<file path="src/rtl/pfb_deadlock_watchdog_if.sv">
// Handshake bundle between the pfb_multichannel harness and its deadlock watchdog.
// The master side drives the monitor flags, progress strobe and clear; the slave reports.
interface pfb_deadlock_watchdog_if #(
   parameter int NUM_MON = 8,
   parameter int IDX_W   = 3,
   parameter int CNT_W   = 16,
   parameter int STAMP_W = 32
);
   logic [NUM_MON-1:0] mon_block;
   logic               progress;
   logic               clear;
   logic               deadlock;
   logic               deadlock_pulse;
   logic [IDX_W-1:0]   first_idx;
   logic [CNT_W-1:0]   stall_cycles;
   logic [STAMP_W-1:0] cycle_stamp;

   modport master (
      output mon_block, progress, clear,
      input  deadlock, deadlock_pulse, first_idx, stall_cycles, cycle_stamp
   );

   modport slave (
      input  mon_block, progress, clear,
      output deadlock, deadlock_pulse, first_idx, stall_cycles, cycle_stamp
   );
endinterface

</file>
<file path="src/rtl/pfb_deadlock_watchdog.sv">
// Declares a deadlock once any monitor has been blocked for THRESHOLD consecutive
// cycles with no design progress, and records who blocked first and when.
module pfb_deadlock_watchdog #(
   parameter int NUM_MON   = 8,
   parameter int IDX_W     = 3,
   parameter int THRESHOLD = 1000,
   parameter int CNT_W     = 16,
   parameter int STAMP_W   = 32
) (
   input logic                  clock,
   input logic                  reset_n,
   pfb_deadlock_watchdog_if.slave bus
);

   localparam logic [1:0] ST_IDLE     = 2'd0;
   localparam logic [1:0] ST_SUSPECT  = 2'd1;
   localparam logic [1:0] ST_DEADLOCK = 2'd2;

   localparam logic [CNT_W-1:0] THRESH_C = CNT_W'(THRESHOLD);

   function automatic logic [IDX_W-1:0] lowest_set(input logic [NUM_MON-1:0] v);
      logic [IDX_W-1:0] idx;
      idx = '0;
      for (int i = NUM_MON - 1; i >= 0; i--) begin
         if (v[i]) begin
            idx = IDX_W'(i);
         end
      end
      return idx;
   endfunction

   logic [1:0]         state_r,  state_s;
   logic [CNT_W-1:0]   stall_r,  stall_s;
   logic [IDX_W-1:0]   idx_r,    idx_s;
   logic [STAMP_W-1:0] cap_r,    cap_s;
   logic               dl_r,     dl_s;
   logic               pulse_r,  pulse_s;
   logic [STAMP_W-1:0] stamp_r;
   logic               qual_s;
   logic [CNT_W-1:0]   stall_inc_s;

   // Progress in the same cycle overrides any block flag.
   assign qual_s      = (|bus.mon_block) & ~bus.progress;
   assign stall_inc_s = (stall_r == {CNT_W{1'b1}}) ? stall_r : stall_r + CNT_W'(1);

   // Next-state and report update; clear beats every state.
   always_comb begin
      state_s = state_r;
      stall_s = stall_r;
      idx_s   = idx_r;
      cap_s   = cap_r;
      dl_s    = dl_r;
      pulse_s = 1'b0;
      if (bus.clear) begin
         state_s = ST_IDLE;
         stall_s = '0;
         idx_s   = '0;
         cap_s   = '0;
         dl_s    = 1'b0;
      end else begin
         case (state_r)
            ST_IDLE: begin
               if (qual_s) begin
                  stall_s = CNT_W'(1);
                  idx_s   = lowest_set(bus.mon_block);
                  if (THRESHOLD == 1) begin
                     state_s = ST_DEADLOCK;
                     dl_s    = 1'b1;
                     pulse_s = 1'b1;
                     cap_s   = stamp_r;
                  end else begin
                     state_s = ST_SUSPECT;
                  end
               end else begin
                  stall_s = '0;
               end
            end
            ST_SUSPECT: begin
               if (qual_s) begin
                  stall_s = stall_inc_s;
                  if (stall_inc_s == THRESH_C) begin
                     state_s = ST_DEADLOCK;
                     dl_s    = 1'b1;
                     pulse_s = 1'b1;
                     cap_s   = stamp_r;
                  end else begin
                     state_s = ST_SUSPECT;
                  end
               end else begin
                  state_s = ST_IDLE;
                  stall_s = '0;
               end
            end
            ST_DEADLOCK: begin
               // Report is frozen; only the stall length keeps growing.
               if (qual_s) begin
                  stall_s = stall_inc_s;
               end else begin
                  stall_s = stall_r;
               end
            end
            default: begin
               state_s = ST_IDLE;
               stall_s = '0;
               idx_s   = '0;
               cap_s   = '0;
               dl_s    = 1'b0;
            end
         endcase
      end
   end

   // State, report registers and free-running cycle stamp.
   always_ff @(posedge clock or negedge reset_n) begin
      if (!reset_n) begin
         state_r <= ST_IDLE;
         stall_r <= '0;
         idx_r   <= '0;
         cap_r   <= '0;
         dl_r    <= 1'b0;
         pulse_r <= 1'b0;
         stamp_r <= '0;
      end else begin
         state_r <= state_s;
         stall_r <= stall_s;
         idx_r   <= idx_s;
         cap_r   <= cap_s;
         dl_r    <= dl_s;
         pulse_r <= pulse_s;
         stamp_r <= stamp_r + STAMP_W'(1);
      end
   end

   assign bus.deadlock       = dl_r;
   assign bus.deadlock_pulse = pulse_r;
   assign bus.first_idx      = idx_r;
   assign bus.stall_cycles   = stall_r;
   assign bus.cycle_stamp    = cap_r;

endmodule

</file>
<file path="src/flat_wrapper.sv">
// flat-port wrapper written by rule: the top's interface ports become plain ports
module pfb_deadlock_watchdog_flat 
#(
   parameter int NUM_MON   = 8,
   parameter int IDX_W     = 3,
   parameter int THRESHOLD = 1000,
   parameter int CNT_W     = 16,
   parameter int STAMP_W   = 32
)
  (clock, reset_n, bus_mon_block, bus_progress, bus_clear, bus_deadlock, bus_deadlock_pulse, bus_first_idx, bus_stall_cycles, bus_cycle_stamp);
  pfb_deadlock_watchdog_if #(.NUM_MON(NUM_MON), .IDX_W(IDX_W), .CNT_W(CNT_W), .STAMP_W(STAMP_W)) bus_i ();
  input logic clock;
  input logic reset_n;
  input wire logic [$bits(bus_i.mon_block)-1:0] bus_mon_block;
  input wire logic [$bits(bus_i.progress)-1:0] bus_progress;
  input wire logic [$bits(bus_i.clear)-1:0] bus_clear;
  output wire logic [$bits(bus_i.deadlock)-1:0] bus_deadlock;
  output wire logic [$bits(bus_i.deadlock_pulse)-1:0] bus_deadlock_pulse;
  output wire logic [$bits(bus_i.first_idx)-1:0] bus_first_idx;
  output wire logic [$bits(bus_i.stall_cycles)-1:0] bus_stall_cycles;
  output wire logic [$bits(bus_i.cycle_stamp)-1:0] bus_cycle_stamp;
  assign bus_i.mon_block = bus_mon_block;
  assign bus_i.progress = bus_progress;
  assign bus_i.clear = bus_clear;
  assign bus_deadlock = bus_i.deadlock;
  assign bus_deadlock_pulse = bus_i.deadlock_pulse;
  assign bus_first_idx = bus_i.first_idx;
  assign bus_stall_cycles = bus_i.stall_cycles;
  assign bus_cycle_stamp = bus_i.cycle_stamp;
  pfb_deadlock_watchdog #(.NUM_MON(NUM_MON), .IDX_W(IDX_W), .THRESHOLD(THRESHOLD), .CNT_W(CNT_W), .STAMP_W(STAMP_W)) u_core (.clock(clock), .reset_n(reset_n), .bus(bus_i));
endmodule
</file>
<file path="config.mk">
export PLATFORM = sky130hd
export DESIGN_NAME = pfb_deadlock_watchdog_flat
export DESIGN_NICKNAME = d
export VERILOG_FILES = /design/src/rtl/pfb_deadlock_watchdog_if.sv /design/src/rtl/pfb_deadlock_watchdog.sv /design/src/flat_wrapper.sv
export SDC_FILE = /design/constraint.sdc
export NUM_CORES = 1
export LEC_CHECK = 0
export ABC_AREA = 1
export BUFFER_PORTS_ARGS = -buffer_cell sky130_fd_sc_hd__buf_2
export CAP_MARGIN = 20
export CORE_UTILIZATION = 64
export CTS_BUF_LIST = sky130_fd_sc_hd__clkbuf_4 sky130_fd_sc_hd__clkbuf_8
export DETAILED_ROUTE_END_ITERATION = 12
export GPL_TIMING_DRIVEN = 0
export PLACE_DENSITY = 0.87
export SYNTH_ARGS = -nofsm -noshare
export SYNTH_HDL_FRONTEND = slang
export SYNTH_SLANG_ARGS = --single-unit
</file>
<file path="constraint.sdc">
create_clock -name clock -period 5.8 [get_ports clock]
set_clock_uncertainty 0.2 [all_clocks]
set_input_delay 1.16 -clock clock [delete_from_list [all_inputs] [get_ports clock]]
set_output_delay 1.16 -clock clock [all_outputs]
set_load 0.05 [all_outputs]
</file>
==> run summary, run 1 <==
TritonCTS built the clock tree. The tools report the global-route wire length before repair as 19700 um. The root buffer cell was sky130_fd_sc_hd__clkbuf_8. The count of buffering cells on the critical path with inverters included is 4.

After detailed routing, the met3 layer carries 921 um of wire. The detailed router used layers up to and including met4. In this design, the stage delay of the slowest critical-path cell is 0.36 ns. The number of port buffers works out to 64. In this run, post-CTS repair resized a total of 0 instances. The floorplan step defined a core boundary enclosing 7210 um2. Accumulated negative setup slack: 0 ns. The total global-route track usage was 0.330. The tools report the detailed-route DRC error count as 0. The final critical-path share of the clock period was 0.527. The adder-cell share of the synthesized area is 0.0157. The run finished with clean final reports.

The switching power share of the total works out to 0.280. Combinational power share: 0.120. The type of the worst min-delay path is flop to flop.

The run gives 711 as the number of nets in the layout. The initialized floorplan defines 31 standard-cell rows. The worst setup path is launched from an input pin.

The multi-input combinational cells in the finished layout cover a total of 2240 um2. Combinational family with the most area after synthesis: simple AND/OR/NAND/NOR gates. For the number of antenna violations at the first check in global routing, the log shows 0. The endpoint identified for the worst register-to-register timing path is u_core.bus.cycle_stamp[4]$_DFFE_PN0P_. The tools report the number of endpoints with negative hold slack in the final report as 0.

The start point of the critical path was bus_mon_block[4]. Including well taps, the total number of placed cells is 781. After detailed routing, the wire length on met1 is 5040 um. The floorplan step set the die height to 88.4 um. Counting I/O delays and the setup requirement, the final critical path takes 3.05 ns.

The worst register-to-register path begins at u_core.bus.stall_cycles[0]$_DFFE_PN0P_. The xor/xnor cell area share of the yosys netlist came out at 0.0587. Counting every sink on the clock net gives 87. The peak ir drop on the vdd network was 0.000177 V; the detailed placer's ending HPWL was 8710 um. Clock-pin slew was measured on the worst setup and hold paths at 0.09 ns. STA classifies the critical path endpoint as a flop. Setup violations remaining at the end of the flow were counted as 0. The run gives 0 as the reported max-cap violation count. For the routed wire length, the log shows 12000 um.

During synthesis, Yosys emitted a total of 0 warnings. For the worst flop-to-flop path, the logic depth is 13. The first TritonRoute pass finished after 5 iterations.

Setup repair after global routing left no endpoint under its margin. The routed design uses 5750 um of met2 wire. The proportion of power drawn by the clock network is 0.381, and the via-per-instance ratio is 5.77.

The analysis attributes to cell leakage a power of 2.81 nW. The relative slew slack is 0.464, and the horizontal extent of the die is 88.4 um. The tools report the DRC marker count from the first detailed-route iteration as 339. In this run, synthesis produced a sequential element count of 87.

After filler insertion, the fill cell instance count of the layout stands at 531. The sequential share of the synthesized area was 0.456; the maximum fanout along the worst path was 10. The initial cell density of the core is 0.662. For the via count of the first global-routing pass, the log shows 4254. The congestion estimate from routability-driven global placement came to 0.935. The number of different library cells in the post-synthesis netlist is 35.

Across the whole layout, storage elements account for 2180 um2. Largest net degree at the start of global routing: 60. Traced cell by cell, the critical path runs through buf_2 -> nor2_1 -> nand2_1 -> nor2_1 -> nor2_1 -> inv_1 -> nand2_1 -> inv_1 -> nor3_2 -> nand2_1 -> buf_2 -> o221ai_1. The run gives 635 as the synthesized netlist net count.

Power spent charging and discharging nets: 0.000348 W. For the final number of max-transition violations, the log shows 0. The most critical setup path has its endpoint at u_core.bus.stall_cycles[0]$_DFFE_PN0P_. The number of inserted diodes was 0; the area fraction in compound gates after synthesis was 0.0422. Counting buffers and inverters, the worst setup path is 12 cells deep. Summing over every cut layer, the via total after detailed routing is 4592. Counting every instance in the synthesized netlist gives 617. For flop-to-flop paths, the worst setup slack is 2.81 ns. Post-CTS timing repair inserted 0 buffers for setup.

The portion of total power attributed to sequential cells was 0.499; the required time reported for the critical path endpoint was 5.88 ns. Average wire per cell in the routed design: 15.1 um. Among all stages on the critical path, the largest delay is contributed by sky130_fd_sc_hd__nor3_2.

After clock tree synthesis, the flow added hold-fix buffers numbering 0. The share of final-layout standard cells stronger than drive strength 1 is 0.148, and the multiplexer share of the synthesized area is 0. The logs give 2 for the buffer levels on the longest clock path and 0 for the post-detailed-route count of antenna-violating nets. In this run the power density over the cells is 227 nW/um2.

The area growth from synthesis to final layout is 14.5%, and the critical path arrival is 3.13 ns. The number of clock buffers added by TritonCTS is 9. For the total number of H-tree levels, the log shows 3. Post-route non-filler standard cell count: 796.

The category of cells accounting for the largest share of critical-path delay is simple AND/OR/NAND/NOR gates. The later pin in the worst-skew pair is clocked with a latency of 0.36 ns. Category of the critical setup timing path: input pin to flop. Maximum operating frequency: 327 MHz. Remaining global-route overflow: 0.

Summing every instance area after synthesis gives 4780 um2. The simple-gate share of the synthesized area is 0.353, and the slew at the pin with the worst max-slew slack is 0.795 ns. After synthesis, the mean cell area works out to 7.74 um2. During I/O placement, the number of pins put on the boundary was 65. Cell internal power was estimated by the tool at 0.000893 W. The run gives 7810 um2 as the area of the die.
-- registers in the layout (all words and copies together), names as in the netlist --
| name | flops |
|---|---|
| u_core.bus.cycle_stamp | 32 |
| u_core.bus.deadlock | 1 |
| u_core.bus.deadlock_pulse | 1 |
| u_core.bus.first_idx | 3 |
| u_core.bus.stall_cycles | 16 |
| u_core.stamp_r | 32 |
| u_core.state_r | 2 |
-- cell type report --
| class | count | share of cell area |
|---|---|---|
| Clock inverter | 6 | 0.0172 |
| Sequential cell | 87 | 0.398 |
| Inverter | 60 | 0.0412 |
| Buffer | 24 | 0.0240 |
| Multi-Input combinational cell | 446 | 0.410 |
| Clock buffer | 9 | 0.0227 |
| Tap cell | 99 | 0.0227 |
| Timing Repair Buffer | 65 | 0.0641 |
-- cell usage after synthesis --
cell | n | area share
sky130_fd_sc_hd__a21oi_1 | 5 | 0.0052
sky130_fd_sc_hd__a32o_1 | 1 | 0.0021
sky130_fd_sc_hd__and2_1 | 1 | 0.0013
sky130_fd_sc_hd__buf_1 | 1 | 0.00079
sky130_fd_sc_hd__buf_2 | 2 | 0.0021
sky130_fd_sc_hd__buf_4 | 4 | 0.0063
sky130_fd_sc_hd__buf_6 | 3 | 0.0071
sky130_fd_sc_hd__clkbuf_1 | 13 | 0.010
sky130_fd_sc_hd__clkbuf_2 | 1 | 0.0010
sky130_fd_sc_hd__dfrtp_1 | 87 | 0.46
sky130_fd_sc_hd__ha_1 | 6 | 0.016
sky130_fd_sc_hd__inv_1 | 59 | 0.046
sky130_fd_sc_hd__inv_2 | 1 | 0.00079
sky130_fd_sc_hd__nand2_1 | 172 | 0.14
sky130_fd_sc_hd__nand2_2 | 4 | 0.0052
sky130_fd_sc_hd__nand3_1 | 34 | 0.036
sky130_fd_sc_hd__nand3_2 | 1 | 0.0021
sky130_fd_sc_hd__nand3_4 | 1 | 0.0037
sky130_fd_sc_hd__nand3b_1 | 1 | 0.0016
sky130_fd_sc_hd__nand4_1 | 47 | 0.062
sky130_fd_sc_hd__nor2_1 | 70 | 0.055
sky130_fd_sc_hd__nor2_2 | 3 | 0.0039
sky130_fd_sc_hd__nor2_8 | 1 | 0.0042
sky130_fd_sc_hd__nor3_1 | 32 | 0.034
sky130_fd_sc_hd__nor3_2 | 1 | 0.0021
sky130_fd_sc_hd__nor4_1 | 5 | 0.0065
sky130_fd_sc_hd__o21ai_0 | 12 | 0.013
sky130_fd_sc_hd__o21ai_1 | 2 | 0.0021
sky130_fd_sc_hd__o21bai_1 | 1 | 0.0016
sky130_fd_sc_hd__o221ai_1 | 1 | 0.0018
sky130_fd_sc_hd__o22ai_1 | 9 | 0.012
sky130_fd_sc_hd__o31ai_1 | 2 | 0.0031
sky130_fd_sc_hd__o41ai_1 | 1 | 0.0018
sky130_fd_sc_hd__or2_2 | 1 | 0.0013
sky130_fd_sc_hd__xor2_1 | 32 | 0.059
-- stage by stage --
step	hold WS [ns]	setup WS, ns	power (W)	area [um2]	utilization
final	0.277	2.75	0.00124	5470	0.758
after global routing	0.286	2.49	0.00128	5470	0.758
after CTS	0.279	2.82	0.00124	5470	0.758
after detailed placement	0.255	2.47	0.000779	5250	0.728
after global placement	0.250	2.50	0.000773	5220	0.724
after floorplan	0.238	3.03	0.000727	4780	-
-- cells in the final DEF, fill, tap and decap left out, drive strengths merged, types with 2 or more instances in the layout --
master    instances
nand2           176
dfrtp            87
buf              75
nor2             74
inv              61
nand4            47
nand3            36
nor3             33
xor2             32
clkbuf           23
o21ai            14
o22ai             9
ha                6
nor4              5
a21oi             5
clkinvlp          3
o31ai             2
bufinv            2
-- how the worst min path moves through the flow --
stage / from / endpoint / slack, ns / cells after the start
after floorplan: u_core.stamp_r[0]$_DFF_PN0_ / u_core.stamp_r[0]$_DFF_PN0_ / 0.24 / 1
after global placement: u_core.bus.cycle_stamp[3]$_DFFE_PN0P_ / u_core.bus.cycle_stamp[3]$_DFFE_PN0P_ / 0.25 / 2
after detailed placement: u_core.bus.cycle_stamp[3]$_DFFE_PN0P_ / u_core.bus.cycle_stamp[3]$_DFFE_PN0P_ / 0.26 / 2
after CTS: u_core.bus.cycle_stamp[12]$_DFFE_PN0P_ / u_core.bus.cycle_stamp[12]$_DFFE_PN0P_ / 0.28 / 2
after global routing: u_core.bus.cycle_stamp[9]$_DFFE_PN0P_ / u_core.bus.cycle_stamp[9]$_DFFE_PN0P_ / 0.29 / 2
final: u_core.bus.cycle_stamp[25]$_DFFE_PN0P_ / u_core.bus.cycle_stamp[25]$_DFFE_PN0P_ / 0.28 / 2
-- per-layer routing --
layer | track usage | vias to the layer above
met5 | 0 | -
met4 | 0.141 | 0
met3 | 0.0504 | 38
met2 | 0.542 | 233
met1 | 0.437 | 2143
li1 | - | 2178
-- power by group through the flow --
stage | clock, W | combinational [W] | sequential (W)
after floorplan | 0 | 0.0000740 | 0.000653
after global placement | 0 | 0.000141 | 0.000631
after detailed placement | 0 | 0.000147 | 0.000632
after CTS | 0.000475 | 0.000148 | 0.000620
after global routing | 0.000497 | 0.000163 | 0.000621
final | 0.000473 | 0.000148 | 0.000620
-- worst register-to-register path: stages (launching register included) --
cell                      delay, ns
sky130_fd_sc_hd__dfrtp_1       0.53
sky130_fd_sc_hd__ha_1          0.33
sky130_fd_sc_hd__inv_1         0.08
sky130_fd_sc_hd__nor2_2        0.20
sky130_fd_sc_hd__nand3_1       0.15
sky130_fd_sc_hd__o21ai_1       0.37
sky130_fd_sc_hd__nand3_1       0.12
sky130_fd_sc_hd__nor2_1        0.17
sky130_fd_sc_hd__nand3_2       0.11
sky130_fd_sc_hd__nand2_2       0.17
sky130_fd_sc_hd__nand3_4       0.16
sky130_fd_sc_hd__buf_6         0.19
sky130_fd_sc_hd__nand2_1       0.06
sky130_fd_sc_hd__nand2_1       0.05
-- cell families (layout without fill, tap and decap cells) --
kind of cell               after synthesis  count (layout)
buffers and inverters                   84             164
AOI/OAI and AO/OA                       34              34
xor gates and xnor gates                32              32
and+or+nand+nor                        374             374
adders and majority gates                6               6
DFF                                     87              87
Note: power is estimated with default switching activity, not from simulation.
==> run 2: changes to the inputs <==
CORE_UTILIZATION = 54   (was 64)
PLACE_DENSITY = 0.79   (was 0.87)
clock period = 2.7 ns   (was 5.8 ns; I/O delays follow)
==> run summary, run 2 (synthesis results as in run 1) <==
The reported max-cap violation count came out at 0 (unchanged). Leaving out fill and tap cells, the most frequent cells in the layout are sky130_fd_sc_hd__nand2_1, sky130_fd_sc_hd__dfrtp_1, sky130_fd_sc_hd__nor2_1. The number of endpoints with negative hold slack in the final report is 0 (unchanged), and the average wire per cell in the routed design is 14.9 um (-1.5%).

The logs give 5420 um (+7.5%) for the length of routed wiring on met1 and 8690 um (-0.30%) for the detailed placer's ending HPWL. Remaining global-route overflow: 0 (unchanged). The run gives 0 (unchanged) as the detailed-route DRC error count.

The most common library cell in the layout ignoring fill and taps was sky130_fd_sc_hd__nand2_1. Relative slew slack: 0.478 (+0.0142). TritonCTS built the clock tree. The total number of vias is 4518 (-1.6%), and the post-detailed-route count of antenna-violating nets is 0 (unchanged).

The total global-route track usage was 0.286 (-0.0438); the initial cell density of the core was 0.570 (-0.0922). The portion of total power attributed to sequential cells came out at 0.524 (+0.025). The power per cell area came out at 459 nW/um2 (+100%). The horizontal extent of the die works out to 96.0 um (+8.7%). The area growth from synthesis to final layout was 15.8%.

Total number of H-tree levels: 3 (unchanged). The number of nets in the layout came out at 715 (+0.56%). The sink count of the clock tree is 87 (unchanged), and the internal portion of total power is 0.00178 W (+99%). STA classifies the critical path endpoint as a flop. For the TritonCTS buffer count, the log shows 9 (unchanged). For the number of placement rows, the log shows 33 (+6.5%). The maximum operating frequency is 388 MHz.

The flow ran to the end, and the final reports show no timing, DRC or antenna violations. For the global-route wire length before repair, the log shows 20000 um (+1.2%). The clock edge transition at the registers on the reported setup and hold paths was 0.10 ns (about the same). In this design, the critical path's most frequently occurring cell is sky130_fd_sc_hd__nand2_1. The run gives 2.81 nW (+0.32%) as the leakage dissipation. Highest routing layer actually used: met4. The number of port buffers works out to 64 (unchanged). The total design power was 0.00254 W (+100%); the maximum fanout along the worst path was 10 (unchanged). Switching power share of the total: 0.299 (+0.0193).

I/O pin count: 65 (unchanged). The category of cells accounting for the largest share of critical-path delay is simple AND/OR/NAND/NOR gates. The stage delay of the slowest cell on the critical path came out at 0.47 ns (+0.11 ns). The root buffer cell is sky130_fd_sc_hd__clkbuf_8. The critical path arrival is 2.63 ns (-0.50 ns). The height of the die was 96.0 um (+8.7%). The tools report the number of iterations in the first detailed-routing pass as 5 (unchanged). The power spent charging and discharging nets came out at 0.000760 W (+120%). The number of antenna violations at the first check in global routing was 0 (unchanged); the sum of met3 wire segment lengths after detailed routing was 789 um (-14%).

The area of the die is 9220 um2 (+18%), and the minimum clock period is 2.58 ns. The via-per-instance ratio works out to 5.60 (-3.0%). The proportion of power drawn by the clock network was 0.346 (-0.035).

The logs give 0.130 (+0.010) for the combinational power share and 0.161 ns (-0.115 ns) for the smallest hold slack. The worst setup path is of the flop to flop kind. For the peak ir drop on the vdd network, the log shows 0.000302 V (+71%).

The cell with the largest stage delay on the worst path is sky130_fd_sc_hd__dfrtp_2. The count of buffering cells on the critical path with inverters included works out to 4 (unchanged). The final number of max-transition violations was 0 (unchanged); the buffer levels on the longest clock path was 2 (unchanged).

Total setup violations reported at the end of the flow: 0 (unchanged). The tools report the routed wire length as 12000 um (-0.17%). The worst setup path is launched from a flop.

The critical path goes through ha_4 -> inv_1 -> nor2_4 -> nand2_2 -> nor2_8 -> inv_2 -> buf_2 -> nand3_1 -> nor2_1 -> nand3_2 -> nand2_4 -> nand3_4 -> buf_6 -> nand2_1 -> nand2_1. The final critical-path share of the clock period was 0.954. In this run the worst hold path is classified as input pin to flop. The slew at the pin with the worst max-slew slack was 0.774 ns (-0.0211 ns); the via count of the first global-routing pass was 4304 (+1.2%). The number of inserted diodes was 0 (unchanged). The share of final-layout standard cells stronger than drive strength 1 was 0.167 (+0.0189); the DRC marker count from the first detailed-route iteration was 288 (-15%).

The tools report the core footprint as 8380 um2 (+16%). The accumulated negative setup slack was 0 ns (unchanged). The required time reported for the critical path endpoint came out at 2.75 ns (-3.13 ns).

For the insertion delay of the later-clocked pin in the worst-skew pair, the log shows 0.37 ns (about the same). The logs give 57 (-5.0%) for the largest net degree at the start of global routing and 5570 um (-3.1%) for the detailed-routed wire length on met2. The weighted congestion reported at the end of routability-driven placement is 0.938 (+0.41%).
run 2: changes by cell type in the layout (fill, tap and decap cells not counted), moves of 2 or more:
| cell | delta |
|---|---|
| sky130_fd_sc_hd__buf_4 | +3 |
| sky130_fd_sc_hd__bufinv_16 | -2 |
| sky130_fd_sc_hd__clkinv_4 | +2 |
| sky130_fd_sc_hd__dfrtp_1 | -2 |
| sky130_fd_sc_hd__dfrtp_2 | +2 |
| sky130_fd_sc_hd__nor2_4 | +2 |
| sky130_fd_sc_hd__nor3_1 | -2 |
| sky130_fd_sc_hd__nor3_2 | +2 |
run 2: power by group through the flow:
stage / Sequential, W / Combinational (W) / Clock, W
final: 0.00133 / 0.000330 / 0.000879
after global routing: 0.00133 / 0.000362 / 0.000951
after CTS: 0.00133 / 0.000328 / 0.000899
after detailed placement: 0.00136 / 0.000319 / 0
after global placement: 0.00136 / 0.000305 / 0
after floorplan: 0.00140 / 0.000159 / 0
run 2: what timing repair did:
action / CTS / global route
hold endpoints to repair: 31 / 0
buffers inserted: 1 / 2
endpoints found under the setup margin: 31 / 36
gates resized for setup: 3 / 10
pin swaps: 0 / 1
hold buffers: 1 / 0
run 2: layout make-up:
cell class	count	area, um2
fillers	747	2850
multi-input cells	446	2290
flip-flops and latches	87	2180
repair buffers	69	383
inverters	60	225
clock buffers	11	145
plain buffers	24	131
well taps	105	131
clock inverters	5	41.3
run 2: final timing paths:
| check | start | endpoint | slack, ns | cells past startpoint |
|---|---|---|---|---|
| min | bus_mon_block[0] | u_core.bus.first_idx[0]$_DFFE_PN0P_ | 0.16 | 2 |
| min reg2reg | u_core.bus.cycle_stamp[5]$_DFFE_PN0P_ | u_core.bus.cycle_stamp[5]$_DFFE_PN0P_ | 0.27 | 2 |
| max reg2reg | u_core.bus.stall_cycles[1]$_DFFE_PN0P_ | u_core.bus.cycle_stamp[14]$_DFFE_PN0P_ | 0.12 | 15 |
| max in group asynchronous | reset_n | u_core.bus.cycle_stamp[15]$_DFFE_PN0P_ | 1.23 | 3 |
| max | u_core.bus.stall_cycles[1]$_DFFE_PN0P_ | u_core.bus.cycle_stamp[14]$_DFFE_PN0P_ | 0.12 | 15 |
| min in group asynchronous | reset_n | u_core.bus.stall_cycles[10]$_DFFE_PN0P_ | 0.45 | 2 |
run 2: through the flow:
step	area, um2	utilization	worst slack, ns	cells
global route	5530	0.660	-0.0142	807
CTS	5480	0.653	0.0327	805
finish	5530	0.660	0.124	807
detailed placement	5260	0.628	-0.117	787
global placement	5230	0.624	-0.0876	786
floorplan	4780	-	0.126	617
run 2: metal layers:
metal | global-route usage | up-vias
li1 | - | 2184
met1 | 0.394 | 2143
met2 | 0.446 | 172
met3 | 0.0506 | 19
met4 | 0.121 | 0
met5 | 0 | -
run 2: worst reg2reg max path: cells and delay by family (launching register included):
kind	cells	cell delay, ns
simple gates	10	1.03
buf+inv	4	0.57
flops	1	0.47
fa+ha+maj	1	0.19
==> run 3: changes to the inputs <==
CORE_UTILIZATION = 36   (was 54)
PLACE_DENSITY = default   (was 0.79)
==> run summary, run 3 (synthesis results as in run 1) <==
The number of port buffers is 64 (unchanged), and the number of inserted diodes is 0 (unchanged). Kind of start point of the critical path: a flop. The critical path arrival came out at 2.62 ns (about the same). TritonCTS built the clock tree. The run gives 715 (unchanged) as the number of nets in the layout.

The minimum clock period came out at 2.55 ns (-0.0268 ns). The reported max-cap violation count was 0 (unchanged). Count of buffering cells on the critical path with inverters included: 4 (unchanged). The height of the die is 117 um (+22%), and the TritonCTS buffer count is 9 (unchanged). The total setup violations reported at the end of the flow is 0 (unchanged). For the routed wire length, the log shows 12400 um (+3.8%). The internal portion of total power came out at 0.00202 W (+13%). Leaving out fill and tap cells, the most frequent cell in the layout is sky130_fd_sc_hd__nand2_1.

The insertion delay of the later-clocked pin in the worst-skew pair was 0.38 ns (about the same). The run gives 0.881 (-6.1%) as the weighted congestion reported at the end of routability-driven placement. The average wire per cell in the routed design is 14.2 um (-4.2%). The detailed placer's ending HPWL was 9210 um (+6.0%); the via count of the first global-routing pass was 4343 (+0.91%). The slew at the pin with the worst max-slew slack is 0.741 ns (-0.0333 ns).

The sink count of the clock tree is 87 (unchanged), and the maximum fanout along the worst path is 10 (unchanged). The cell that appears most often on the critical path is sky130_fd_sc_hd__nand2_1. In this run the clock root is driven by a sky130_fd_sc_hd__clkbuf_8. The proportion of power drawn by the clock network is 0.404 (+0.058), and the total design power is 0.00278 W (+9.4%). The total number of H-tree levels is 3 (unchanged). The tools report the global-route wire length before repair as 20900 um (+4.8%).

The area of the die came out at 13700 um2 (+49%). The logs give 65 (unchanged) for the I/O pin count and 0 (unchanged) for the remaining global-route overflow. The post-detailed-route count of antenna-violating nets is 0 (unchanged). The min-delay analysis places its worst path in the category input pin to flop. The power per cell area is 489 nW/um2 (+6.4%). The run gives 0.501 (+0.0225) as the relative slew slack. For the combinational power share, the log shows 0.117 (-0.013). The category of cells accounting for the largest share of critical-path delay is simple AND/OR/NAND/NOR gates. The stage delay of the slowest cell on the critical path is 0.46 ns (about the same), and the final number of max-transition violations is 0 (unchanged).

The via-per-instance ratio works out to 5.03 (-10%). For the accumulated negative setup slack, the log shows 0 ns (unchanged). The horizontal extent of the die is 117 um (+22%).

The peak ir drop on the vdd network was 0.000240 V (-20%); the number of antenna violations at the first check in global routing was 0 (unchanged). The switching power share of the total was 0.273 (-0.0264). The critical path is of the flop to flop type. From synthesis to final layout, the design area changed by 19.0%. In the layout the commonest cells are sky130_fd_sc_hd__nand2_1, sky130_fd_sc_hd__dfrtp_1, sky130_fd_sc_hd__nor2_1.

The DRC marker count from the first detailed-route iteration was 268 (-6.9%); the total global-route track usage was 0.199 (-0.0876). The clock edge transition at the registers on the reported setup and hold paths is 0.09 ns (about the same). The logs give 41 (+24%) for the number of placement rows and 12800 um2 (+52%) for the core footprint. Portion of total power attributed to sequential cells: 0.479 (-0.045).

The run finished with clean final reports. The signal on the critical path passes through ha_4 -> inv_1 -> nor2_4 -> nand2_2 -> nor2_8 -> inv_2 -> clkbuf_4 -> nand3_1 -> nor2_1 -> nand3_2 -> nand2_4 -> nand3_4 -> buf_6 -> nand2_1 -> nand2_1. The required time reported for the critical path endpoint was 2.77 ns (+0.02 ns).

The largest net degree at the start of global routing was 47 (-18%). On the critical path, the stage with the largest delay is an instance of sky130_fd_sc_hd__dfrtp_2. For the buffer levels on the longest clock path, the log shows 2 (unchanged).

The total number of vias was 4397 (-2.7%); the final critical-path share of the clock period was 0.944 (-0.00991). The logs give 0 (unchanged) for the detailed-route DRC error count and 392 MHz (+1.0%) for the maximum operating frequency. The worst setup path is captured at a flop. The share of final-layout standard cells stronger than drive strength 1 is 0.168 (+0.00142). The logs give 2.87 nW (+1.8%) for the leakage dissipation and 0.000758 W (-0.25%) for the power spent charging and discharging nets. The number of iterations in the first detailed-routing pass was 5 (unchanged); the initial cell density of the core was 0.374 (-0.196).

The run gives 0 (unchanged) as the number of endpoints with negative hold slack in the final report.
## run 3: path summary, 6_finish.rpt
kind	start	to	slack [ns]	cells after the start
setup / recovery	u_core.bus.stall_cycles[1]$_DFFE_PN0P_	u_core.bus.cycle_stamp[16]$_DFFE_PN0P_	0.15	15
hold / removal	bus_mon_block[0]	u_core.bus.first_idx[0]$_DFFE_PN0P_	0.17	2
setup reg to reg	u_core.bus.stall_cycles[1]$_DFFE_PN0P_	u_core.bus.cycle_stamp[16]$_DFFE_PN0P_	0.15	15
hold reg to reg	u_core.bus.cycle_stamp[21]$_DFFE_PN0P_	u_core.bus.cycle_stamp[21]$_DFFE_PN0P_	0.27	2
max in group asynchronous	reset_n	u_core.bus.cycle_stamp[16]$_DFFE_PN0P_	1.19	3
min in group asynchronous	reset_n	u_core.bus.stall_cycles[10]$_DFFE_PN0P_	0.48	2
## run 3: cell type report
type                       instances  area [um2]
fill                            1295        7090
sequential                        87        2180
tap                              172         215
inverter                          60         225
multi-input combinational        446        2300
clock buffer                       9         124
timing repair buffer              69         383
buffer                            24         134
clock inverter                     7         120
## run 3: repair_timing
item                                   CTS  global route
gates resized for setup                  2            13
setup buffers                            1             2
hold buffers                             1             0
endpoints found under the hold margin   41             0
setup endpoints to repair               31            40
pin swaps                                0             1
## run 3: routing by layer
| layer | GRT usage | wire [um] | up-vias |
|---|---|---|---|
| met5 | 0 | 0 | - |
| met2 | 0.333 | 5950 | 122 |
| met1 | 0.253 | 5650 | 2074 |
| li1 | - | - | 2184 |
| met3 | 0.0402 | 644 | 17 |
| met4 | 0.0743 | 200 | 0 |
## run 3: power groups by stage
stage / clock (W) / sequential (W) / combinational (W)
2_1_floorplan: 0 / 0.00140 / 0.000159
3_3_place_gp: 0 / 0.00136 / 0.000313
3_5_place_dp: 0 / 0.00136 / 0.000321
4_1_cts: 0.00115 / 0.00133 / 0.000329
5_1_grt: 0.00120 / 0.00133 / 0.000360
6_report: 0.00112 / 0.00133 / 0.000326
## run 3: worst reg2reg max path: stages (launching register included)
cell	delay [ns]
sky130_fd_sc_hd__dfrtp_2	0.46
sky130_fd_sc_hd__ha_4	0.20
sky130_fd_sc_hd__inv_1	0.09
sky130_fd_sc_hd__nor2_4	0.06
sky130_fd_sc_hd__nand2_2	0.16
sky130_fd_sc_hd__nor2_8	0.06
sky130_fd_sc_hd__inv_2	0.09
sky130_fd_sc_hd__clkbuf_4	0.20
sky130_fd_sc_hd__nand3_1	0.11
sky130_fd_sc_hd__nor2_1	0.13
sky130_fd_sc_hd__nand3_2	0.13
sky130_fd_sc_hd__nand2_4	0.13
sky130_fd_sc_hd__nand3_4	0.13
sky130_fd_sc_hd__buf_6	0.18
sky130_fd_sc_hd__nand2_1	0.06
sky130_fd_sc_hd__nand2_1	0.05
## run 3: through the flow
step / util / setup slack (ns) / area [um2] / hold slack, ns / std cells
global placement: 0.416 / -0.0845 / 5310 / 0.254 / 853
detailed placement: 0.418 / -0.107 / 5340 / 0.257 / 854
finish: 0.445 / 0.151 / 5680 / 0.169 / 874
CTS: 0.439 / 0.00517 / 5610 / 0.161 / 872
global route: 0.445 / -0.000625 / 5680 / 0.168 / 874
floorplan: - / 0.126 / 4780 / 0.0444 / 617
